### src/rtl/core_pkg.sv
// Shared types for the ID/EX stage: opcodes, ALU op encoding and the registered stage record.
package core_pkg;

  localparam logic [6:0] OPC_OP     = 7'b0110011;
  localparam logic [6:0] OPC_OPIMM  = 7'b0010011;
  localparam logic [6:0] OPC_LOAD   = 7'b0000011;
  localparam logic [6:0] OPC_STORE  = 7'b0100011;
  localparam logic [6:0] OPC_JALR   = 7'b1100111;
  localparam logic [6:0] OPC_JAL    = 7'b1101111;
  localparam logic [6:0] OPC_AUIPC  = 7'b0010111;
  localparam logic [6:0] OPC_BRANCH = 7'b1100011;
  localparam logic [6:0] OPC_LUI    = 7'b0110111;

  typedef enum logic [3:0] {
    ALU_ADD   = 4'h0,
    ALU_SUB   = 4'h1,
    ALU_SLT   = 4'h2,
    ALU_SLTU  = 4'h3,
    ALU_XOR   = 4'h4,
    ALU_OR    = 4'h5,
    ALU_AND   = 4'h6,
    ALU_SLL   = 4'h7,
    ALU_SRL   = 4'h8,
    ALU_SRA   = 4'h9,
    ALU_PASSB = 4'hA
  } alu_op_e;

  typedef struct packed {
    logic        valid;
    logic        rd_wren;
    logic        is_load;
    logic        is_store;
    logic        is_branch;
    logic        is_jump;
    logic        illegal;
    logic        sel_a_pc;
    logic        sel_b_imm;
    alu_op_e     alu_op;
    logic [31:0] pc;
    logic [4:0]  rd_addr;
    logic [4:0]  rs1_addr;
    logic [4:0]  rs2_addr;
    logic [2:0]  funct3;
    logic [31:0] rs1_data;
    logic [31:0] rs2_data;
    logic [31:0] imm;
  } id_ex_t;

  // alt selects SUB/SRA; the caller masks it for OP-IMM where funct3=000 has no SUB form
  function automatic alu_op_e arith_op(input logic [2:0] f3, input logic alt);
    alu_op_e op;
    case (f3)
      3'b000:  op = alt ? ALU_SUB : ALU_ADD;
      3'b001:  op = ALU_SLL;
      3'b010:  op = ALU_SLT;
      3'b011:  op = ALU_SLTU;
      3'b100:  op = ALU_XOR;
      3'b101:  op = alt ? ALU_SRA : ALU_SRL;
      3'b110:  op = ALU_OR;
      default: op = ALU_AND;
    endcase
    return op;
  endfunction

endpackage

### src/rtl/fwd_mux.sv
// Per-source operand forwarding: EX/MEM beats MEM/WB, x0 is never forwarded.
module fwd_mux #(
  parameter int XLEN   = 32,
  parameter bit FWD_EN = 1'b1
) (
  input  logic [4:0]      rs_addr_i,
  input  logic [XLEN-1:0] rf_data_i,
  input  logic [4:0]      exm_rd_addr_i,
  input  logic            exm_rd_wren_i,
  input  logic [XLEN-1:0] exm_data_i,
  input  logic [4:0]      mwb_rd_addr_i,
  input  logic            mwb_rd_wren_i,
  input  logic [XLEN-1:0] mwb_data_i,
  output logic [XLEN-1:0] fwd_data_o
);

  always_comb begin
    fwd_data_o = rf_data_i;
    if (FWD_EN && (rs_addr_i != 5'd0)) begin
      if (exm_rd_wren_i && (exm_rd_addr_i == rs_addr_i)) begin
        fwd_data_o = exm_data_i;
      end else if (mwb_rd_wren_i && (mwb_rd_addr_i == rs_addr_i)) begin
        fwd_data_o = mwb_data_i;
      end
    end
  end

endmodule

### src/rtl/id_ex_stage.sv
// ID/EX pipeline register with opcode decode, operand forwarding and load-use detection.
module id_ex_stage
  import core_pkg::*;
#(
  parameter int XLEN   = 32,
  parameter bit FWD_EN = 1'b1
) (
  input  logic            clk_i,
  input  logic            rst_ni,
  input  logic            stall_i,
  input  logic            flush_i,
  input  logic            id_valid_i,
  input  logic [XLEN-1:0] id_pc_i,
  input  logic [XLEN-1:0] id_rs1_data_i,
  input  logic [XLEN-1:0] id_rs2_data_i,
  input  logic [XLEN-1:0] id_imm_i,
  input  logic [4:0]      id_rs1_addr_i,
  input  logic [4:0]      id_rs2_addr_i,
  input  logic [4:0]      id_rd_addr_i,
  input  logic [6:0]      id_opcode_i,
  input  logic [2:0]      id_funct3_i,
  input  logic            id_funct7b5_i,
  input  logic [4:0]      exm_rd_addr_i,
  input  logic            exm_rd_wren_i,
  input  logic [XLEN-1:0] exm_data_i,
  input  logic [4:0]      mwb_rd_addr_i,
  input  logic            mwb_rd_wren_i,
  input  logic [XLEN-1:0] mwb_data_i,
  output logic [XLEN-1:0] operand_a_o,
  output logic [XLEN-1:0] operand_b_o,
  output logic [3:0]      alu_op_o,
  output logic [XLEN-1:0] rs2_fwd_o,
  output logic [XLEN-1:0] rs1_fwd_o,
  output logic [XLEN-1:0] pc_o,
  output logic [4:0]      rd_addr_o,
  output logic            rd_wren_o,
  output logic            valid_o,
  output logic [2:0]      funct3_o,
  output logic            is_load_o,
  output logic            is_store_o,
  output logic            is_branch_o,
  output logic            is_jump_o,
  output logic            illegal_o,
  output logic            load_use_o
);

  id_ex_t dec;
  id_ex_t stage_d;
  id_ex_t stage_q;
  logic   writes_rd;

  always_comb begin
    dec           = '0;
    writes_rd     = 1'b0;
    dec.valid     = id_valid_i;
    dec.pc        = id_pc_i;
    dec.rd_addr   = id_rd_addr_i;
    dec.rs1_addr  = id_rs1_addr_i;
    dec.rs2_addr  = id_rs2_addr_i;
    dec.funct3    = id_funct3_i;
    dec.rs1_data  = id_rs1_data_i;
    dec.rs2_data  = id_rs2_data_i;
    dec.imm       = id_imm_i;
    dec.alu_op    = ALU_ADD;
    case (id_opcode_i)
      OPC_OP: begin
        dec.alu_op = arith_op(id_funct3_i, id_funct7b5_i);
        writes_rd  = 1'b1;
      end
      OPC_OPIMM: begin
        dec.alu_op    = arith_op(id_funct3_i, id_funct7b5_i & (id_funct3_i != 3'b000));
        dec.sel_b_imm = 1'b1;
        writes_rd     = 1'b1;
      end
      OPC_LOAD: begin
        dec.is_load   = 1'b1;
        dec.sel_b_imm = 1'b1;
        writes_rd     = 1'b1;
      end
      OPC_STORE: begin
        dec.is_store  = 1'b1;
        dec.sel_b_imm = 1'b1;
      end
      OPC_JALR: begin
        dec.is_jump   = 1'b1;
        dec.sel_b_imm = 1'b1;
        writes_rd     = 1'b1;
      end
      OPC_JAL: begin
        dec.is_jump   = 1'b1;
        dec.sel_a_pc  = 1'b1;
        dec.sel_b_imm = 1'b1;
        writes_rd     = 1'b1;
      end
      OPC_AUIPC: begin
        dec.sel_a_pc  = 1'b1;
        dec.sel_b_imm = 1'b1;
        writes_rd     = 1'b1;
      end
      // branch target is computed on the ALU; the compare uses the forwarded rs values
      OPC_BRANCH: begin
        dec.is_branch = 1'b1;
        dec.sel_a_pc  = 1'b1;
        dec.sel_b_imm = 1'b1;
      end
      OPC_LUI: begin
        dec.alu_op    = ALU_PASSB;
        dec.sel_b_imm = 1'b1;
        writes_rd     = 1'b1;
      end
      default: dec.illegal = 1'b1;
    endcase
    dec.rd_wren = writes_rd & (id_rd_addr_i != 5'd0);
  end

  always_comb begin
    stage_d = stage_q;
    if (flush_i) begin
      stage_d = '0;
    end else if (!stall_i) begin
      stage_d = id_valid_i ? dec : '0;
    end
  end

  always_ff @(posedge clk_i or negedge rst_ni) begin
    if (!rst_ni) begin
      stage_q <= '0;
    end else begin
      stage_q <= stage_d;
    end
  end

  fwd_mux #(.XLEN(XLEN), .FWD_EN(FWD_EN)) u_fwd_rs1 (
    .rs_addr_i     (stage_q.rs1_addr),
    .rf_data_i     (stage_q.rs1_data),
    .exm_rd_addr_i (exm_rd_addr_i),
    .exm_rd_wren_i (exm_rd_wren_i),
    .exm_data_i    (exm_data_i),
    .mwb_rd_addr_i (mwb_rd_addr_i),
    .mwb_rd_wren_i (mwb_rd_wren_i),
    .mwb_data_i    (mwb_data_i),
    .fwd_data_o    (rs1_fwd_o)
  );

  fwd_mux #(.XLEN(XLEN), .FWD_EN(FWD_EN)) u_fwd_rs2 (
    .rs_addr_i     (stage_q.rs2_addr),
    .rf_data_i     (stage_q.rs2_data),
    .exm_rd_addr_i (exm_rd_addr_i),
    .exm_rd_wren_i (exm_rd_wren_i),
    .exm_data_i    (exm_data_i),
    .mwb_rd_addr_i (mwb_rd_addr_i),
    .mwb_rd_wren_i (mwb_rd_wren_i),
    .mwb_data_i    (mwb_data_i),
    .fwd_data_o    (rs2_fwd_o)
  );

  assign operand_a_o = stage_q.sel_a_pc  ? stage_q.pc  : rs1_fwd_o;
  assign operand_b_o = stage_q.sel_b_imm ? stage_q.imm : rs2_fwd_o;
  assign alu_op_o    = stage_q.alu_op;
  assign pc_o        = stage_q.pc;
  assign rd_addr_o   = stage_q.rd_addr;
  assign rd_wren_o   = stage_q.rd_wren;
  assign valid_o     = stage_q.valid;
  assign funct3_o    = stage_q.funct3;
  assign is_load_o   = stage_q.is_load;
  assign is_store_o  = stage_q.is_store;
  assign is_branch_o = stage_q.is_branch;
  assign is_jump_o   = stage_q.is_jump;
  assign illegal_o   = stage_q.illegal;

  assign load_use_o = valid_o & is_load_o & (rd_addr_o != 5'd0) & id_valid_i &
                      ((rd_addr_o == id_rs1_addr_i) | (rd_addr_o == id_rs2_addr_i));

endmodule
### config.mk
export PLATFORM = sky130hd
export DESIGN_NAME = id_ex_stage
export DESIGN_NICKNAME = d
export VERILOG_FILES = /design/src/rtl/core_pkg.sv /design/src/rtl/fwd_mux.sv /design/src/rtl/id_ex_stage.sv
export SDC_FILE = /design/constraint.sdc
export NUM_CORES = 1
export LEC_CHECK = 0
export ABC_AREA = 1
export BUFFER_PORTS_ARGS = -buffer_cell sky130_fd_sc_hd__buf_2
export CAP_MARGIN = 20
export CORE_AREA = 2 2 162 164
export CTS_CLUSTER_DIAMETER = 50
export DETAILED_ROUTE_END_ITERATION = 10
export DIE_AREA = 0 0 164 166
export PLACE_DENSITY = 0.67
export SETUP_SLACK_MARGIN = 0.05
export SYNTH_ARGS = -nofsm -noshare
export SYNTH_HDL_FRONTEND = slang
export SYNTH_SLANG_ARGS = --single-unit
### constraint.sdc
create_clock -name clk_i -period 4.08 [get_ports clk_i]
set_clock_uncertainty 0.05 [all_clocks]
set_input_delay 0.816 -clock clk_i [delete_from_list [all_inputs] [get_ports clk_i]]
set_output_delay 0.816 -clock clk_i [all_outputs]
set_load 0.02 [all_outputs]
==> results.txt <==
* Later-pin clock latency in the skew report: 0.42 ns
- Aggregate global routing overflow: 0
* Total Neg Setup Slack: 0 ns
* Endpoint type of the worst setup path: output pin
- Largest cells by area after synthesis: dfrtp_1 40%, nand2_1 16%, o21ai_0 7.3%
- Of the post-synthesis cell area, the dominant cell type holds 0.401.
- Clock sink count: 159
- Once detailed placement completed, the half-perimeter wirelength came to 27,800 um.
- Area fraction in and, or, nand and nor cells after synthesis: 0.311
* Post-cts repair resize count: 0
- The cell sitting at the root of the clock tree is a clkbuf_16.
- Based on the critical path, the design can be clocked at up to 291 MHz.
- The floorplan has 59 rows.
- Critical setup path kind: in2out
- For this run, the register share of the synthesized area comes to 0.401.
- For this run, the number of Yosys warnings is 0.
* Detailed-router iteration count before antenna repair: 5
* Y dimension of the die: 166 um
- Counting flops with an async set or reset pin after synthesis yields a share of 1.00.
- The die covers 27,200 um^2.
* Net total in the final layout: 1,951
- Time the final worst path needs with I/O delays and setup: 3.43 ns
- Leakage power summed over all cells: 7.08 nW
- Setup repair after global routing left no endpoint under its margin.
- STA puts the critical path data arrival time at 2.57 ns.
- The count of nets left with antenna violations once routing finished came out at 0.
* Final worst hold slack: 0.310 ns
- First-pass GRT wire length: 58,500 um
- Core area: 25,600 um^2
- Peak VDD IR: 0.173 mV
- The H-tree was split into 4 levels.
* Critical Path RT: 3.21 ns
- Clock-pin slew on the worst setup and hold paths: 0.07 ns
- By area, the combinational part of the netlist is dominated by simple AND/OR/NAND/NOR gates.
* Status: complete, no violations
- Post-route fraction of the period consumed by the critical path: 0.842
* Rel. slew slack: 0.305
* Number of setup violations in the final report: 0
- Net count after synthesis: 1,631
- The portion of synthesized area spent on multiplexers is 0.
- Most used flip-flop cell after synthesis: dfrtp_1
- Parity-gate share of the synthesized area counting xor and xnor cells: 0.00618
- Number of buffers added by the clock tree synthesis step: 17
- Die width: 164 um
- The share of the synthesized area in compound gates (AO/OA/AOI/OAI) was 0.151.
* Total area of multi-input combinational cells: 4650 um^2
* Total wire length: 38,200 um
* Per-cell via count in the routed design: 5.20
* # hold bufs at CTS: 0
- Bufs on Longest Clock Path: 2
- Share of cells above drive strength 1: 0.278
- Across all layers, the routed design uses 10,799 vias.
- Starting utilization of the core area: 0.387
- The worst setup path is launched from an input port.
- Maximum number of pins on one net before global-route repair: 82
- Summing all flip-flop and latch instances after layout gives 3980 um^2.
- Per-cell routed wire length: 18.4 um
- Along the worst path, the maximum fanout reaches 64.
- For the pin with the worst max-slew slack, the measured transition is 1.04 ns.
* Max-slew violation total from the final report: 0
- Synthesis produced a netlist whose cell count is 1,396.
* Number of buffers added on ports: 414
* Areal power density over the cells: 339 nW/um^2
- P&R area growth vs syn: 25.3%
- Vias in the first global route: 10,330
- Total DRC errors in the routed layout: 0
- Count of flip-flops with a built-in enable after synthesis: 0
- After synthesis, the mean cell area works out to 7.11 um^2.
- Antenna violations before repair: 14
- The netlist uses 29 different library cells.
- Starting DRC count in detailed routing: 924
- TritonCTS built the clock tree.
- Placer congestion estimate: 0.910
* Setup Fix Bufs, Post-CTS: 0
- Adder and majority cell fraction of the synthesized area: 0
* Global Route Usage Sum: 0.279
* Yosys top cell by area: dfrtp_1
- The total count of hold-check failures in the final report came to 0.
- Filler Cell Count: 2,654
- I/O pin total: 415
- In this run, synthesis produced a sequential element count of 159.
- The tool flagged a number of max-cap violations equal to 0.
* Synthesized cell area: 9920 um^2
* Hold crit path type: in2async
flip-flops by register name (all words and copies together) (netlist names):
name,cells
pc_o,32
alu_op_o,4
illegal_o,1
funct3_o,3
is_jump_o,1
rd_addr_o,5
is_store_o,1
rd_wren_o,1
stage_q,108
is_load_o,1
valid_o,1
is_branch_o,1
cells by family (layout without fill, tap and decap cells):
group                  after synthesis  in the layout
AO/OA/AOI/OAI                      229            229
flip-flops                         159            159
other                                0             13
buffers and inverters              269            602
AND/OR/NAND/NOR                    732            732
XOR/XNOR                             7              7
cell usage after synthesis, types with 6 or more instances:
| cell | instances |
|---|---|
| nor2_1 | 147 |
| buf_4 | 45 |
| o21ai_0 | 145 |
| buf_2 | 35 |
| nor3_1 | 6 |
| a21oi_1 | 6 |
| inv_1 | 132 |
| a32o_1 | 68 |
| clkbuf_1 | 40 |
| nand3_1 | 90 |
| nand2_1 | 413 |
| buf_6 | 10 |
| dfrtp_1 | 159 |
| and2_1 | 63 |
path summary, 6_finish.rpt:
path | start | to | slack (ns) | depth (start not counted)
min reg2reg | alu_op_o[0] | alu_op_o[0] | 0.47 | 2
max reg2reg | stage_q[150] | stage_q[150] | 2.44 | 3
min | rst_ni | stage_q[13] | 0.31 | 1
max in group asynchronous | rst_ni | funct3_o[2] | 2.79 | 2
max | exm_rd_addr_i[1] | operand_b_o[21] | 0.65 | 12
min in group clk_i | alu_op_o[0] | alu_op_o[0] | 0.47 | 2
report_power, final:
group	switching (mW)	leakage [nW]	internal [mW]	total, mW
clock	0.744	0.283	0.823	1.57
sequential	0.0452	2.15	1.65	1.70
combinational	0.613	4.65	0.333	0.947
stage by stage:
stage                     setup slack, ns  std cells  utilization  power [mW]  cell area [um^2]
after floorplan                      1.33       1396            -        2.29              9920
after global placement              0.644       2032        0.462        2.66             11800
after detailed placement            0.659       2032        0.462        2.67             11800
after CTS                           0.656       2064        0.484        4.24             12400
after global routing                0.423       2075        0.485        4.41             12400
final                               0.646       2077        0.485        4.21             12400
per-layer routing:
| metal | wire length [um] | track usage |
|---|---|---|
| met3 | 2950 | 0.0519 |
| met5 | 16 | 0 |
| met4 | 1210 | 0.116 |
| met2 | 17400 | 0.433 |
| met1 | 16600 | 0.382 |
cell type report:
class / count / share of cell area
Multi-Input combinational cell: 968 / 0.374
Sequential cell: 159 / 0.320
Timing Repair Buffer: 434 / 0.183
Inverter: 136 / 0.0414
Clock buffer: 18 / 0.0353
Tap cell: 335 / 0.0337
Clock inverter: 14 / 0.00987
Antenna cell: 13 / 0.00262
critical path, stage by stage:
cell	delay, ns
buf_2	0.12
inv_1	0.06
nand2_1	0.05
o21ai_1	0.11
nor2_1	0.08
nand3_2	0.07
buf_4	0.47
o21ai_0	0.19
nand2_1	0.16
nand3_1	0.08
nand2_1	0.12
buf_2	0.17
placed cells by master, fill, tap and decap left out, types with 6 or more instances in the layout:
cell type,synthesis,layout
buf_2,35,412
clkbuf_16,0,17
and2_1,63,63
nor2_1,147,147
nor3_1,6,6
inv_6,0,7
inv_1,132,130
a21oi_1,6,6
diode_2,0,13
o21ai_0,145,145
buf_4,45,18
dfrtp_1,159,159
a32o_1,68,68
nand3_1,90,89
nand2_1,413,412
(Power assumes the default switching activity.)
